## config.mk

```make
export PLATFORM = sky130hd
export DESIGN_NAME = store_rmw
export DESIGN_NICKNAME = d
export VERILOG_FILES = /design/src/rtl/store_rmw_pkg.sv /design/src/rtl/store_lane_merge.sv /design/src/rtl/store_rmw.sv
export SDC_FILE = /design/constraint.sdc
export NUM_CORES = 1
export LEC_CHECK = 0
export ABC_AREA = 1
export CAP_MARGIN = 30
export CELL_PAD_IN_SITES_DETAIL_PLACEMENT = 1
export CELL_PAD_IN_SITES_GLOBAL_PLACEMENT = 2
export CORE_MARGIN = 2
export CORE_UTILIZATION = 29
export CTS_CLUSTER_SIZE = 30
export DETAILED_ROUTE_END_ITERATION = 12
export DONT_BUFFER_PORTS = 1
export PLACE_DENSITY = 0.74
export SLEW_MARGIN = 20
export SYNTH_ARGS = -nofsm -noshare
export SYNTH_HDL_FRONTEND = slang
export SYNTH_SLANG_ARGS = --single-unit
```

## constraint.sdc

```tcl
create_clock -name clk -period 1.49 [get_ports clk]
set_input_delay 0.298 -clock clk [delete_from_list [all_inputs] [get_ports clk]]
set_output_delay 0.298 -clock clk [all_outputs]
set_load 0.02 [all_outputs]
```

## src/rtl/store_rmw_pkg.sv

```systemverilog
// Shared encodings for the store path: size select (common with the load-side
// mux) and the read-modify-write FSM state codes.
package store_rmw_pkg;

  localparam logic [1:0] SZ_WORD = 2'b00;
  localparam logic [1:0] SZ_BYTE = 2'b01;
  localparam logic [1:0] SZ_HALF = 2'b10;
  localparam logic [1:0] SZ_ILL  = 2'b11;

  localparam logic [2:0] ST_IDLE  = 3'd0;
  localparam logic [2:0] ST_READ  = 3'd1;
  localparam logic [2:0] ST_WAIT  = 3'd2;
  localparam logic [2:0] ST_WRITE = 3'd3;
  localparam logic [2:0] ST_DONE  = 3'd4;

  // A request is rejected for the illegal size code or a size/offset mismatch.
  function automatic logic store_rejected(input logic [1:0] size, input logic [1:0] lane);
    return (size == SZ_ILL) ||
           ((size == SZ_WORD) && (lane != 2'b00)) ||
           ((size == SZ_HALF) && lane[0]);
  endfunction

endpackage

```

## src/rtl/store_lane_merge.sv

```systemverilog
// Combinational lane merge: overlays the store data onto the old memory word
// using little-endian byte lanes.
module store_lane_merge
  import store_rmw_pkg::*;
(
  input  logic [31:0] old_word,
  input  logic [31:0] wdata,
  input  logic [1:0]  size,
  input  logic [1:0]  lane,
  output logic [31:0] merged
);

  // Replace only the lanes addressed by the store; word stores pass through.
  always_comb begin
    merged = old_word;
    case (size)
      SZ_WORD: merged = wdata;
      SZ_BYTE: begin
        case (lane)
          2'd0:    merged[7:0]   = wdata[7:0];
          2'd1:    merged[15:8]  = wdata[7:0];
          2'd2:    merged[23:16] = wdata[7:0];
          default: merged[31:24] = wdata[7:0];
        endcase
      end
      SZ_HALF: begin
        if (lane[1]) merged[31:16] = wdata[15:0];
        else         merged[15:0]  = wdata[15:0];
      end
      default: merged = old_word;
    endcase
  end

endmodule

```

## src/rtl/store_rmw.sv

```systemverilog
// Sub-word store engine: word stores write directly, byte/half stores read the
// containing word, wait READ_WAIT cycles, merge and write back.
module store_rmw
  import store_rmw_pkg::*;
#(
  parameter int READ_WAIT = 1
) (
  input  logic        clk,
  input  logic        reset,
  input  logic        start,
  input  logic [1:0]  StoreSize,
  input  logic [31:0] addr,
  input  logic [31:0] wdata,
  output logic [31:0] mem_addr,
  output logic        mem_wr,
  output logic [31:0] mem_wdata,
  input  logic [31:0] mem_rdata,
  output logic        busy,
  output logic        done,
  output logic        err
);

  logic [2:0]  state;
  logic [2:0]  wait_cnt;
  logic [1:0]  size_q;
  logic [1:0]  lane_q;
  logic [31:0] wdata_q;
  logic [31:0] hold_q;
  logic        err_q;

  // Request capture and state sequencing; reset aborts any operation in flight.
  always_ff @(posedge clk) begin
    if (!reset) begin
      state    <= ST_IDLE;
      wait_cnt <= '0;
      size_q   <= '0;
      lane_q   <= '0;
      wdata_q  <= '0;
      hold_q   <= '0;
      err_q    <= 1'b0;
      mem_addr <= '0;
    end else begin
      case (state)
        ST_IDLE: begin
          if (start) begin
            size_q   <= StoreSize;
            lane_q   <= addr[1:0];
            wdata_q  <= wdata;
            mem_addr <= {addr[31:2], 2'b00};
            err_q    <= 1'b0;
            if (store_rejected(StoreSize, addr[1:0])) begin
              err_q <= 1'b1;
              state <= ST_DONE;
            end else if (StoreSize == SZ_WORD) begin
              state <= ST_WRITE;
            end else begin
              state <= ST_READ;
            end
          end
        end
        ST_READ: begin
          wait_cnt <= 3'(READ_WAIT - 1);
          state    <= ST_WAIT;
        end
        ST_WAIT: begin
          if (wait_cnt == 3'd0) begin
            hold_q <= mem_rdata;
            state  <= ST_WRITE;
          end else begin
            wait_cnt <= wait_cnt - 3'd1;
          end
        end
        ST_WRITE: state <= ST_DONE;
        ST_DONE:  state <= ST_IDLE;
        default:  state <= ST_IDLE;
      endcase
    end
  end

  // Merged word is formed from registered state only, so it is zero out of reset.
  store_lane_merge u_merge (
    .old_word (hold_q),
    .wdata    (wdata_q),
    .size     (size_q),
    .lane     (lane_q),
    .merged   (mem_wdata)
  );

  assign mem_wr = (state == ST_WRITE);
  assign done   = (state == ST_DONE);
  assign err    = (state == ST_DONE) && err_q;
  assign busy   = (state != ST_IDLE);

endmodule

```

==> flow_summary.rst <==
.. list-table::
   :header-rows: 1

   * - Metric
     - Value
   * - Synth Instances
     - 703
   * - Critical register-to-register path endpoint
     - wdata_q[7]$_SDFFE_PN0P_
   * - Portion of synthesized cell area occupied by the leading cell type
     - 0.440
   * - R2R depth
     - 8
   * - Via density per instance
     - 4.94
   * - Synth Area in Simple Gates
     - 0.317
   * - Ant. Diodes
     - 0
   * - RSZ-0062 raised after global routing
     - yes
   * - Insertion delay of the later-clocked pin in the worst-skew pair
     - 360 ps
   * - Starting DRC count in detailed routing
     - 176
   * - Reg clk slew, reported paths
     - 80 ps
   * - Die W
     - 132 um
   * - Count of final hold-check violations
     - 0
   * - Maximum level of the CTS H-tree
     - 3
   * - Path class of the lowest-slack min-delay path
     - input port to flop
   * - Worst setup path endpoint
     - mem_wdata[13]
   * - Highest layer used for signal routing
     - met4
   * - Setup TNS
     - -13680 ps
   * - Synthesis warning total
     - 0
   * - Violations in the final reports
     - setup timing
   * - Placement-stage worst setup slack
     - -227 ps
   * - Element type at the critical path start
     - flop
   * - Number of I/O port buffers
     - 0
   * - Peak supply drop
     - 0.620 mV
   * - Number of global-route vias before repair
     - 4916
   * - Routed WL
     - 18100 um
   * - TritonCTS clock tree
     - yes
   * - Outcome
     - complete, but fails checks
   * - Data required time at the worst endpoint
     - 1190 ps
   * - Area Overhead vs Synth
     - 35.8%
   * - Met1 wire length
     - 7940 um
   * - Smallest setup slack after layout
     - -480 ps
   * - First-pass GRT wire length
     - 26000 um
   * - Launch instance of the worst register-to-register path
     - state[2]$_SDFFE_PN0P_
   * - Top cells by area in the synthesized netlist
     - sky130_fd_sc_hd__dfxtp_1 44%, sky130_fd_sc_hd__nor2_1 11%, sky130_fd_sc_hd__nand2_1 11%
   * - Initial antenna violation count
     - 0
   * - Total setup violations reported at the end of the flow
     - 32
   * - Detailed-router iteration count before antenna repair
     - 4
   * - Die area
     - 17500 um^2
   * - Number of placement rows
     - 46
   * - Critical-path top delay cell
     - sky130_fd_sc_hd__dfxtp_4
   * - Part of the Yosys area used for sequential elements
     - 0.440
   * - Post-synthesis cell type with the largest combined area
     - sky130_fd_sc_hd__dfxtp_1
   * - Y dimension of the die
     - 132 um
   * - Async SR Flop Fraction
     - 0
   * - Net count, final
     - 848
   * - CP Max Fanout
     - 8
   * - Launching element of the worst setup path
     - size_q[1]$_SDFFE_PN0P_
   * - Finished Core Util
     - 0.405
   * - Share of synthesized area spent on multiplexers
     - 0
   * - CTS root buffer
     - sky130_fd_sc_hd__clkbuf_16
   * - Total of flip-flops plus latches after synthesis
     - 105
   * - Post-CTS Hold Buffers
     - 0
   * - Core region area
     - 16000 um^2
   * - Type of element capturing the critical path
     - primary output
   * - RePlAce Congestion
     - 0.787
   * - Met3 wire length
     - 831 um
   * - Residual antenna-violating net count after detailed routing
     - 0
   * - Total global-route track usage
     - 0.187
   * - Clock tree skew after final layout
     - 15.0 ps
   * - Xor and xnor area share after synthesis
     - 0
   * - Synthesized-area fraction occupied by ao, oa, aoi and oai cells
     - 0.153
   * - EDFF count, synth
     - 0
   * - Number of clock sinks
     - 105
   * - Total overflow reported by the global router
     - 0
   * - Type of the worst setup path
     - flop to primary output
   * - Overall via count from detail_route
     - 4773
   * - Max Cap Violations
     - 0
   * - Most used flip-flop cell after synthesis
     - sky130_fd_sc_hd__dfxtp_1
   * - DRC violations left
     - 0
   * - Share of final-layout standard cells stronger than drive strength 1
     - 0.260
   * - Synthesized-area fraction occupied by adder cells
     - 0.00524
   * - Post-synthesis average cell area
     - 6.79 um^2
   * - List of cells traversed by the critical path
     - nor2_2, inv_2, buf_4, nand2_4, nand2_1, o21ai_0, inv_1, nand2_2
   * - Synth cell count leaders
     - 146 x sky130_fd_sc_hd__nor2_1, 142 x sky130_fd_sc_hd__nand2_1, 105 x sky130_fd_sc_hd__dfxtp_1
   * - Leak Pwr
     - 2.70 nW
   * - Period utilisation layout
     - 1.32
   * - Most numerous cell in the Yosys netlist
     - sky130_fd_sc_hd__nor2_1
   * - Routed length on met2
     - 8990 um
   * - Half-perimeter wire length after detailed placement
     - 11900 um
   * - Fin. max-slew vios
     - 0
   * - Dominant combinational cell family by area after synthesis
     - simple AND/OR/NAND/NOR gates
   * - Maximum number of buffers from clock root to sink
     - 2
   * - Fmax
     - 507 MHz
   * - Starting density of the core
     - 0.298
   * - Area of the mapped netlist
     - 4770 um^2
   * - Shortest period the worst path allows
     - 1970 ps
   * - Total power divided by cell area
     - 1300 nW/um^2
   * - Number of CTS-inserted buffers
     - 9
   * - Yosys cell types
     - 32
   * - Io pins
     - 169
   * - Worst setup slack for register-to-register paths
     - 60 ps
   * - Max stage delay on crit path
     - 390 ps
   * - CP Data Arrival Time
     - 1670 ps
   * - Largest net degree at the start of global routing
     - 70
   * - Average wire per standard cell
     - 18.7 um
[worst max-delay path, delay by kind of cell, from the launching register on]
family,cells,cell delay [ps]
simple gates,4,470
buf+inv,3,350
flops,1,390
compound gates,1,100
[flip-flops by register name, indices dropped and copies added, names as in the netlist]
| register | flops |
|---|---|
| err_q | 1 |
| hold_q | 32 |
| lane_q | 2 |
| mem_addr | 30 |
| size_q | 2 |
| state | 3 |
| wait_cnt | 3 |
| wdata_q | 32 |
[cells in the final DEF (no fill, tap or decap), drive strengths merged, types with 2 or more instances in the layout]
cell,instances
conb,2
nand2,147
o211ai,3
buf,63
nor2,151
a21oi,39
dfxtp,105
nand3,56
clkinv,3
clkinvlp,2
o2111ai,2
inv,55
or2,2
nand4,4
o21ai,94
clkbuf,15
ha,2
nor3,3
[through the flow]
stage	total power, mW	cell area (um^2)	hold slack, ps	cells
5_1_grt	8.86	6480	57.6	966
4_1_cts	7.98	5890	51.8	946
2_1_floorplan	4.67	4810	433	704
3_3_place_gp	5.29	5300	432	925
3_5_place_dp	5.35	5300	442	925
6_report	8.41	6480	60.9	966
[how the worst min path moves through the flow]
stage,cells past startpoint,to,slack [ps],from
after global routing,2,mem_addr[20]$_SDFFE_PN0P_,60,reset
after floorplan,2,wdata_q[10]$_SDFFE_PN0P_,430,wdata[10]
after CTS,2,state[2]$_SDFFE_PN0P_,50,reset
after global placement,2,wait_cnt[0]$_SDFFE_PN0P_,430,reset
final,2,mem_addr[29]$_SDFFE_PN0P_,60,addr[29]
after detailed placement,2,wait_cnt[0]$_SDFFE_PN0P_,440,reset
[per-layer routing]
metal,vias up,GRT usage
met5,-,0
met4,0,0.0544
met3,20,0.0569
met2,120,0.316
met1,2290,0.229
li1,2343,-
[kinds of logic after synthesis]
group / after synthesis
and+or+nand+nor: 363
AOI/OAI and AO/OA: 139
DFF: 105
buffers and inverters: 93
adders and majority gates: 2
other: 1
[layout make-up]
type | count | area, um^2
clock buffer | 9 | 225
clock inverter | 7 | 71.3
tap | 216 | 270
sequential | 105 | 2120
multi-input combinational | 507 | 2750
inverter | 53 | 210
timing repair buffer | 69 | 841
fill | 1996 | 9520
[timing repair]
action                     4_1_cts  5_1_grt
setup buffers                    5       13
cloned                           1        7
resized for setup               67       87
setup endpoints to repair       37       83
pin swaps                       14       20
[power breakdown]
part           internal [mW]  switching [mW]  total [mW]
Sequential              3.09           0.356        3.45
Combinational           1.02            1.55        2.57
Clock                   1.18            1.21        2.39
Total                   5.30            3.11        8.41
(Power assumes the default switching activity.)
